--- src/rtl/floppy_sector_fetch.sv ---
// floppy_sector_fetch
//
// Device-side sector server for the WD1793 host emulation. Watches the
// cpu_command / cpu_status handshake, turns track/side/sector into a byte
// offset in a flat disk image and copies the requested bytes into the shared
// sector buffer. Serves READ (SECTOR_SIZE data bytes) and READADDR (6-byte ID).
//
// Ports:
//   clk, clken, reset_n    clock, clock enable, async active-low reset
//   cpu_command[7:0]       [7:4] 1=READ 3=READADDR 8=ACK, [0]=side
//   track, sector          controller track / sector registers
//   cpu_status[7:0]        [0]=done [1]=success
//   img_addr/img_rd        disk image read request, held until img_ack
//   img_ack/img_data       read completion with data in the same cycle
//   buff_addr/buff_wr/buff_odata  sector buffer write port
module floppy_sector_fetch #(
    parameter int unsigned SECTOR_SIZE       = 512,
    parameter int unsigned SECTORS_PER_TRACK = 10,
    parameter int unsigned SIDES             = 2,
    parameter int unsigned TRACKS            = 80
) (
    input  logic        clk,
    input  logic        clken,
    input  logic        reset_n,
    input  logic [7:0]  cpu_command,
    input  logic [7:0]  track,
    input  logic [7:0]  sector,
    output logic [7:0]  cpu_status,
    output logic [19:0] img_addr,
    output logic        img_rd,
    input  logic        img_ack,
    input  logic [7:0]  img_data,
    output logic [8:0]  buff_addr,
    output logic        buff_wr,
    output logic [7:0]  buff_odata
);

    localparam logic [8:0] LastIdx    = 9'(SECTOR_SIZE - 1);
    localparam logic [8:0] LastIdIdx  = 9'd5;
    localparam logic [3:0] CodeRead   = 4'h1;
    localparam logic [3:0] CodeRdAddr = 4'h3;
    localparam logic [7:0] CmdAck     = 8'h80;

    typedef enum logic [2:0] {
        StIdle,
        StCheck,
        StFetch,
        StWrite,
        StAddr,
        StDone
    } state_e;

    state_e      state_q, state_d;
    logic [7:0]  track_q, track_d;
    logic [7:0]  sector_q, sector_d;
    logic        side_q, side_d;
    logic        is_addr_q, is_addr_d;
    logic [19:0] base_q, base_d;
    logic [8:0]  idx_q, idx_d;
    logic [7:0]  status_q, status_d;
    logic [19:0] img_addr_q, img_addr_d;
    logic        img_rd_q, img_rd_d;
    logic [8:0]  buff_addr_q, buff_addr_d;
    logic        buff_wr_q, buff_wr_d;
    logic [7:0]  buff_odata_q, buff_odata_d;

    logic        req_valid;
    logic [19:0] lba;
    logic [19:0] base_calc;
    logic [8:0]  next_idx;
    logic [7:0]  id_byte;

    // Request decode works on the latched copies so mid-transfer command or
    // register changes cannot disturb the transfer.
    always_comb begin
        req_valid = (32'(track_q) < TRACKS) && (sector_q != 8'd0) &&
                    (32'(sector_q) <= SECTORS_PER_TRACK) && (32'(side_q) < SIDES);
        lba       = (20'(track_q) * 20'(SIDES) + 20'(side_q)) * 20'(SECTORS_PER_TRACK) +
                    20'(sector_q) - 20'd1;
        base_calc = lba * 20'(SECTOR_SIZE);
    end

    // ID field byte for the next READADDR slot.
    always_comb begin
        next_idx = idx_q + 9'd1;
        case (next_idx[2:0])
            3'd1:    id_byte = {7'd0, side_q};
            3'd2:    id_byte = sector_q;
            3'd3:    id_byte = 8'h02;
            default: id_byte = 8'h00;
        endcase
    end

    always_comb begin
        state_d      = state_q;
        track_d      = track_q;
        sector_d     = sector_q;
        side_d       = side_q;
        is_addr_d    = is_addr_q;
        base_d       = base_q;
        idx_d        = idx_q;
        status_d     = status_q;
        img_addr_d   = img_addr_q;
        img_rd_d     = img_rd_q;
        buff_addr_d  = buff_addr_q;
        buff_wr_d    = buff_wr_q;
        buff_odata_d = buff_odata_q;

        if (clken) begin
            // Write strobe lives for exactly one enabled cycle.
            buff_wr_d = 1'b0;
            unique case (state_q)
                StIdle: begin
                    status_d = 8'h00;
                    if (cpu_command[7:4] == CodeRead || cpu_command[7:4] == CodeRdAddr) begin
                        track_d   = track;
                        sector_d  = sector;
                        side_d    = cpu_command[0];
                        is_addr_d = (cpu_command[7:4] == CodeRdAddr);
                        state_d   = StCheck;
                    end
                end
                StCheck: begin
                    idx_d = 9'd0;
                    if (!req_valid) begin
                        status_d = 8'h01;
                        state_d  = StDone;
                    end else if (is_addr_q) begin
                        // First ID byte goes out on entry to StAddr.
                        buff_wr_d    = 1'b1;
                        buff_addr_d  = 9'd0;
                        buff_odata_d = track_q;
                        state_d      = StAddr;
                    end else begin
                        base_d     = base_calc;
                        img_addr_d = base_calc;
                        img_rd_d   = 1'b1;
                        state_d    = StFetch;
                    end
                end
                StFetch: begin
                    if (img_ack) begin
                        buff_odata_d = img_data;
                        buff_addr_d  = idx_q;
                        buff_wr_d    = 1'b1;
                        img_rd_d     = 1'b0;
                        state_d      = StWrite;
                    end
                end
                StWrite: begin
                    if (idx_q == LastIdx) begin
                        status_d = 8'h03;
                        state_d  = StDone;
                    end else begin
                        idx_d      = next_idx;
                        img_addr_d = base_q + 20'(next_idx);
                        img_rd_d   = 1'b1;
                        state_d    = StFetch;
                    end
                end
                StAddr: begin
                    if (idx_q == LastIdIdx) begin
                        status_d = 8'h03;
                        state_d  = StDone;
                    end else begin
                        idx_d        = next_idx;
                        buff_wr_d    = 1'b1;
                        buff_addr_d  = next_idx;
                        buff_odata_d = id_byte;
                    end
                end
                StDone: begin
                    // Only an explicit ACK re-arms; a lingering request is ignored.
                    if (cpu_command == CmdAck) begin
                        status_d = 8'h00;
                        state_d  = StIdle;
                    end
                end
                default: begin
                    state_d = StIdle;
                end
            endcase
        end
    end

    always_ff @(posedge clk or negedge reset_n) begin
        if (!reset_n) begin
            state_q      <= StIdle;
            track_q      <= 8'd0;
            sector_q     <= 8'd0;
            side_q       <= 1'b0;
            is_addr_q    <= 1'b0;
            base_q       <= 20'd0;
            idx_q        <= 9'd0;
            status_q     <= 8'h00;
            img_addr_q   <= 20'd0;
            img_rd_q     <= 1'b0;
            buff_addr_q  <= 9'd0;
            buff_wr_q    <= 1'b0;
            buff_odata_q <= 8'd0;
        end else begin
            state_q      <= state_d;
            track_q      <= track_d;
            sector_q     <= sector_d;
            side_q       <= side_d;
            is_addr_q    <= is_addr_d;
            base_q       <= base_d;
            idx_q        <= idx_d;
            status_q     <= status_d;
            img_addr_q   <= img_addr_d;
            img_rd_q     <= img_rd_d;
            buff_addr_q  <= buff_addr_d;
            buff_wr_q    <= buff_wr_d;
            buff_odata_q <= buff_odata_d;
        end
    end

    assign cpu_status = status_q;
    assign img_addr   = img_addr_q;
    assign img_rd     = img_rd_q;
    assign buff_addr  = buff_addr_q;
    assign buff_wr    = buff_wr_q;
    assign buff_odata = buff_odata_q;

endmodule

--- config.mk ---
export PLATFORM = sky130hd
export DESIGN_NAME = floppy_sector_fetch
export DESIGN_NICKNAME = d
export VERILOG_FILES = /design/src/rtl/floppy_sector_fetch.sv
export SDC_FILE = /design/constraint.sdc
export NUM_CORES = 1
export LEC_CHECK = 0
export CORE_ASPECT_RATIO = 1.4
export CORE_UTILIZATION = 35
export DETAILED_ROUTE_END_ITERATION = 10
export PLACE_DENSITY = 0.64
export SLEW_MARGIN = 20
export SYNTH_ARGS = -nofsm -noshare
export SYNTH_HDL_FRONTEND = slang
export SYNTH_SLANG_ARGS = --single-unit
--- constraint.sdc ---
create_clock -name clk -period 2.92 [get_ports clk]
set_clock_uncertainty 0.2 [all_clocks]
set_input_delay 0.584 -clock clk [delete_from_list [all_inputs] [get_ports clk]]
set_output_delay 0.584 -clock clk [all_outputs]
set_load 0.03 [all_outputs]
==> impl_metrics.yaml, run 1 <==
place:
  gp_congestion: 0.859
  place_ws_ns: -0.302
  portBuffers: 76
  hpwl_um: 9620
  place_area_um2: 5990
route:
  drc: 0
  vias: 4103
  first_pass_iters: 6
  wl_met2_um: 6910
  top_layer_used: "met4"
  routed_wl_um: 12600
  drt.antenna.violating_nets: 0
  met1_length_um: 4920
  route.met3.wl_um: 447
  drt-initial-drc-count: 239
  wl_per_cell_um: 15.8
  routed_via_density: 5.14
yosys:
  syn_area_um2: 4810
  async_reset_ff_share_pct: 100
  yosysSeqAreaShare_pct: 42.7
  synth_seq_cells: 82
  ys.flop_type: "dfrtp_1"
  ys_warn_count: 0
  synth_cell_types: 65
  synth_edf_count: 0
  netlist_instances: 506
  syn_area_per_cell_um2: 9.50
worst_setup_path:
  ff2ff_setup_slack_ns: -0.20
  crit_type: "reg2reg"
  r2r_cells: 13
  cp_data_required_time_ns: 2.99
  reg2reg_from: "track_q[2]"
  path_max_fanout: 3
  cp-endpoint: "base_q[18]"
  critPathLaunchType: "flop"
  rr_endpoint: "base_q[18]"
  critPathLaunch: "track_q[2]"
  crit_arrival_ns: 3.19
  crit_path_end_kind: "flop"
power:
  finalPower_mw: 9.12
  irDropWorstVdd_mv: 1.14
  p_per_area_nw_per_um2: 1400
  power_leakage_nw: 2.84
clocking:
  holdBufCountCts: 0
  clk_latency_ns: 0.34
  cts_tree: "yes"
  clockRootBuffer: "clkbuf_16"
  cts.sinks: 82
  path_clk_slew_ns: 0.06
  clock_path_buffers: 2
  ctsHtreeMaxLevel: 3
  cts_buffers: 9
die:
  start_util_pct: 35.9
  die_x_um: 101
  die_area_um2: 14200
  die_h_um: 141
  num_rows: 50
  ios: 83
  core_um2: 13400
sta:
  min_period_ns: 3.12
  final-hold-violation-count: 0
  maxSlewViolCount: 0
  max_freq_mhz: 320
  slew_headroom_pct: 40.1
  rsz0062_at_grt: "yes"
  fin_crit_sh_pct: 107
  worstMarginPinSlew_ns: 0.895
  setup_ws_ns: -0.202
  setup_viol: 5
status:
  status: "complete, but fails checks"
  violations: "negative setup slack"
grt:
  antenna_found_initial: 0
  grtUsageTotal_pct: 18.2
  grt_max_degree: 38
  grt_pass1_wl_um: 20000
  first_global_vias: 4102
  grt_overflow: 0
final_layout:
  design_area_um2: 6500
  final_layout_size_suffix_gt1_share_pct: 20.3
  area_delta_synth_final_pct: 35.1
  antenna_cells: 0
  final_nets: 684
  fillCellCount: 1254
job:
  drv_cap: 0
worst_hold_path:
  hp-class: "in2async"
-- worst max-delay path, stage by stage (launching register included) --
cell and delay [ns]:
dfrtp_1 0.41, ha_4 0.26, ha_4 0.16, inv_2 0.05
fa_2 0.44, ha_4 0.29, inv_4 0.03, ha_4 0.27
o21ai_2 0.05, o21bai_1 0.17, a31oi_1 0.10, maj3_2 0.32
xor2_2 0.15, o21ai_1 0.13
-- routing by layer --
layer  track usage (%)  vias up
met5                 0        -
met4              6.71        0
met3              3.42       24
met2              34.0      110
met1              20.1     1990
li1                  -     1979
-- cell usage after synthesis, types with 2 or more instances --
library cell	number	area (um^2)
buf_6	2	22.5
o22ai_1	4	25.0
clkbuf_1	11	41.3
mux2_2	18	203
a22oi_1	5	37.5
o21ai_0	53	265
o21ai_1	9	45.0
buf_4	8	60.1
o31ai_1	4	30.0
and3_1	6	37.5
o21bai_1	5	37.5
nand3_1	14	70.1
nand4_1	3	18.8
buf_2	5	25.0
a221oi_1	3	26.3
and3_2	2	15.0
a21oi_1	22	110
a31oi_1	2	12.5
fa_1	2	40.0
nand2_1	56	210
xor2_1	10	87.6
o21ai_2	6	52.6
inv_1	37	139
xnor2_1	10	87.6
nand2b_1	4	25.0
nor3_1	7	35.0
a222oi_1	6	60.1
a211oi_1	6	45.0
nor2_1	30	113
mux2i_1	2	20.0
a21o_1	3	22.5
o211ai_1	2	15.0
and2_1	3	18.8
dfrtp_1	82	2050
ha_1	34	425
-- metrics by stage --
| stage | hold slack [ns] | setup TNS, ns | std cells | utilization [%] |
|---|---|---|---|---|
| detailed placement | 0.257 | -1.62 | 780 | 44.8 |
| global route | 0.0588 | -1.58 | 799 | 48.5 |
| finish | 0.0134 | -0.673 | 799 | 48.5 |
| floorplan | 0.0884 | -0.687 | 511 | - |
| CTS | 0.0323 | -1.36 | 798 | 47.5 |
| global placement | 0.249 | -1.08 | 780 | 44.8 |
-- state kept, by name (all words and copies together), names as in the netlist --
register and flops:
img_rd 1, base_q 11, track_q 8, img_addr 20, buff_wr 1, cpu_status 2
buff_addr 9, sector_q 8, side_q 1, state_q 3, is_addr_q 1, buff_odata 8
idx_q 9
-- where the power goes --
part           internal, mW  leakage (nW)  switching, mW
registers              1.52          1.07          0.316
clock network         0.663         0.129          0.454
logic                  2.88          1.65           3.28
total                  5.07          2.84           4.05
-- worst min path at each step --
stage                    start           end  slack, ns  depth (start not counted)
floorplan              reset_n    base_q[10]       0.09                          0
global placement    base_q[10]    base_q[10]       0.25                          2
detailed placement  base_q[10]    base_q[10]       0.26                          2
CTS                    reset_n  buff_addr[7]       0.03                          1
global route           reset_n   img_addr[2]       0.06                          1
finish                 reset_n  img_addr[12]       0.01                          1
-- cell type report --
class / count / area (um^2) / share of cell area [%]
clock buffers: 12 / 236 / 3.64
clock inverters: 4 / 52.6 / 0.809
inverters: 38 / 145 / 2.23
multi-input cells: 363 / 2710 / 41.7
flip-flops and latches: 82 / 2050 / 31.6
well taps: 182 / 228 / 3.50
repair buffers: 118 / 1080 / 16.6
-- cells in the final DEF (no fill, tap or decap), types with 7 or more instances in the layout --
cell,n
nor3_1,7
ha_1,22
ha_4,11
o21ai_0,47
inv_1,34
nand2_1,56
nand3_1,14
buf_4,42
dfrtp_1,82
o21ai_1,13
clkdlybuf4s50_1,75
xor2_1,7
xnor2_1,9
nor2_1,28
mux2_2,18
a21oi_1,18
clkbuf_16,9
o21ai_2,8
-- kinds of logic (layout without fill, tap and decap cells) --
kind of cell    after synthesis  in the layout  synth area share (%)
buf+inv                      66            172                  6.24
fa+ha+maj                    37             37                  9.89
xor+xnor                     20             20                  3.64
mux                          21             21                  4.94
other cells                   1              6                0.0780
flops                        82             82                  42.7
compound gates              140            140                  18.5
simple gates                139            139                  14.0
-- repair_timing --
item,CTS,global route
setup endpoints to repair,8,19
pin swaps,9,16
resized for setup,9,23
setup buffers,2,2
(Power assumes the default switching activity.)
==> inputs of run 2 (changes only) <==
- CELL_PAD_IN_SITES_DETAIL_PLACEMENT: unset -> 1
- CELL_PAD_IN_SITES_GLOBAL_PLACEMENT: unset -> 1
- PLACE_DENSITY: 0.64 -> 0.78
==> impl_metrics.yaml, run 2 (same netlist as run 1, synthesis figures left out) <==
route:
  drt-initial-drc-count: 200
  routed_wl_um: 16500
  first_pass_iters: 4
  wl_per_cell_um: 20.4
  drc: 0
  routed_via_density: 5.44
  vias: 4397
  drt.antenna.violating_nets: 0
sta:
  max_freq_mhz: 313
  fin_crit_sh_pct: 110
  rsz0062_at_grt: "yes"
  setup_ws_ns: -0.279
  finalSetupTns_ns: -1.64
  final-hold-violation-count: 0
  worstMarginPinSlew_ns: 0.670
  slew_headroom_pct: 55.2
  setup_viol: 10
  min_period_ns: 3.20
  maxSlewViolCount: 0
grt:
  grt_pass1_wl_um: 25000
  first_global_vias: 4782
  grt_max_degree: 44
  grtUsageTotal_pct: 23.2
  grt_overflow: 0
  antenna_found_initial: 0
worst_setup_path:
  path_max_fanout: 3
  rr_endpoint: "img_addr[18]"
  r2r_cells: 13
  crit_path_end_kind: "flop"
  crit_type: "reg2reg"
  cp.depth: 13
  ff2ff_setup_slack_ns: -0.28
  timing.critical_path.buf_inv: 2
  crit_family: "adder cells"
  cp_data_required_time_ns: 2.94
  max_stage_delay_ns: 0.44
  critPathLaunchType: "flop"
  reg2reg_from: "track_q[2]"
  crit_arrival_ns: 3.22
  cp_slowest_cell: "fa_2"
  critPathLaunch: "track_q[2]"
  cp_common_cell: "ha_4"
  cp_cell_sequence: "ha_4, ha_4, inv_2, fa_2, ha_4, inv_4, ha_4, o21ai_4, o21bai_4, a31oi_2, maj3_2, xor2_2, o21ai_1"
die:
  die_x_um: 101
  die_area_um2: 14200
  num_rows: 50
  ios: 83
  start_util_pct: 35.9
  core_um2: 13400
  die_h_um: 141
clocking:
  clockRootBuffer: "clkbuf_16"
  cts_tree: "yes"
  ctsHtreeMaxLevel: 3
  cts.sinks: 82
  clock_path_buffers: 2
  holdBufCountCts: 0
  cts_buffers: 9
  clk_latency_ns: 0.34
  path_clk_slew_ns: 0.06
place:
  place_area_um2: 6050
  dpl.cell_count: 786
  gp_congestion: 0.831
  hpwl_um: 11200
  portBuffers: 76
status:
  status: "complete, but fails checks"
  violations: "negative setup slack"
final_layout:
  final_layout_size_suffix_gt1_share_pct: 24.1
  final_common_cell: "dfrtp_1"
  regArea_um2: 2050
  mostFrequentLayoutCells: "82 x dfrtp_1, 75 x clkdlybuf4s50_1, 56 x nand2_1, 48 x buf_4, 44 x o21ai_0"
  design_area_um2: 6750
  largest_reg_flops: 20
  final_nets: 694
  multiInputGateArea_um2: 2850
  final_cells: 808
  area_delta_synth_final_pct: 40.4
  fillCellCount: 1543
  fin_util_pct: 50.4
  antenna_cells: 0
job:
  drv_cap: 0
worst_hold_path:
  hp-class: "in2async"
## run 2: cell type report
class	count	share of cell area, %
inverters	38	2.15
clock inverters	5	1.19
clock buffers	10	3.39
repair buffers	127	17.3
flip-flops and latches	82	30.4
multi-input cells	364	42.2
well taps	182	3.37
## run 2: worst max-delay path by stage
stage	end	slack, ns
4_1_cts	base_q[18]	-0.23
2_1_floorplan	base_q[19]	-0.18
6_report	img_addr[18]	-0.28
3_3_place_gp	img_addr[18]	-0.25
3_5_place_dp	img_addr[18]	-0.37
5_1_grt	img_addr[18]	-0.44
## run 2: routing by layer
metal  up-vias  wire (um)  track usage, %
met5         -          0               0
met4         0        926            12.7
met3        53        412            2.78
met2       118       9270            44.9
met1      2223       5850            23.5
li1       2003          -               -
## run 2: per-stage QoR
stage | setup WS, ns | hold slack, ns
3_5_place_dp | -0.370 | 0.268
4_1_cts | -0.226 | 0.0457
5_1_grt | -0.441 | 0.0649
6_report | -0.279 | 0.0281
3_3_place_gp | -0.254 | 0.251
2_1_floorplan | -0.177 | 0.0884
## run 2: timing repair
action,CTS,global route
endpoints found under the setup margin,10,23
endpoints found under the hold margin,0,0
resized for setup,25,34
cloned,0,1
pin swaps,11,22
setup buffers,3,3
Power of run 2 is left out: the tool's default activity adds up to more than one toggle a clock period on the data nets, which glitch-free logic cannot reach.
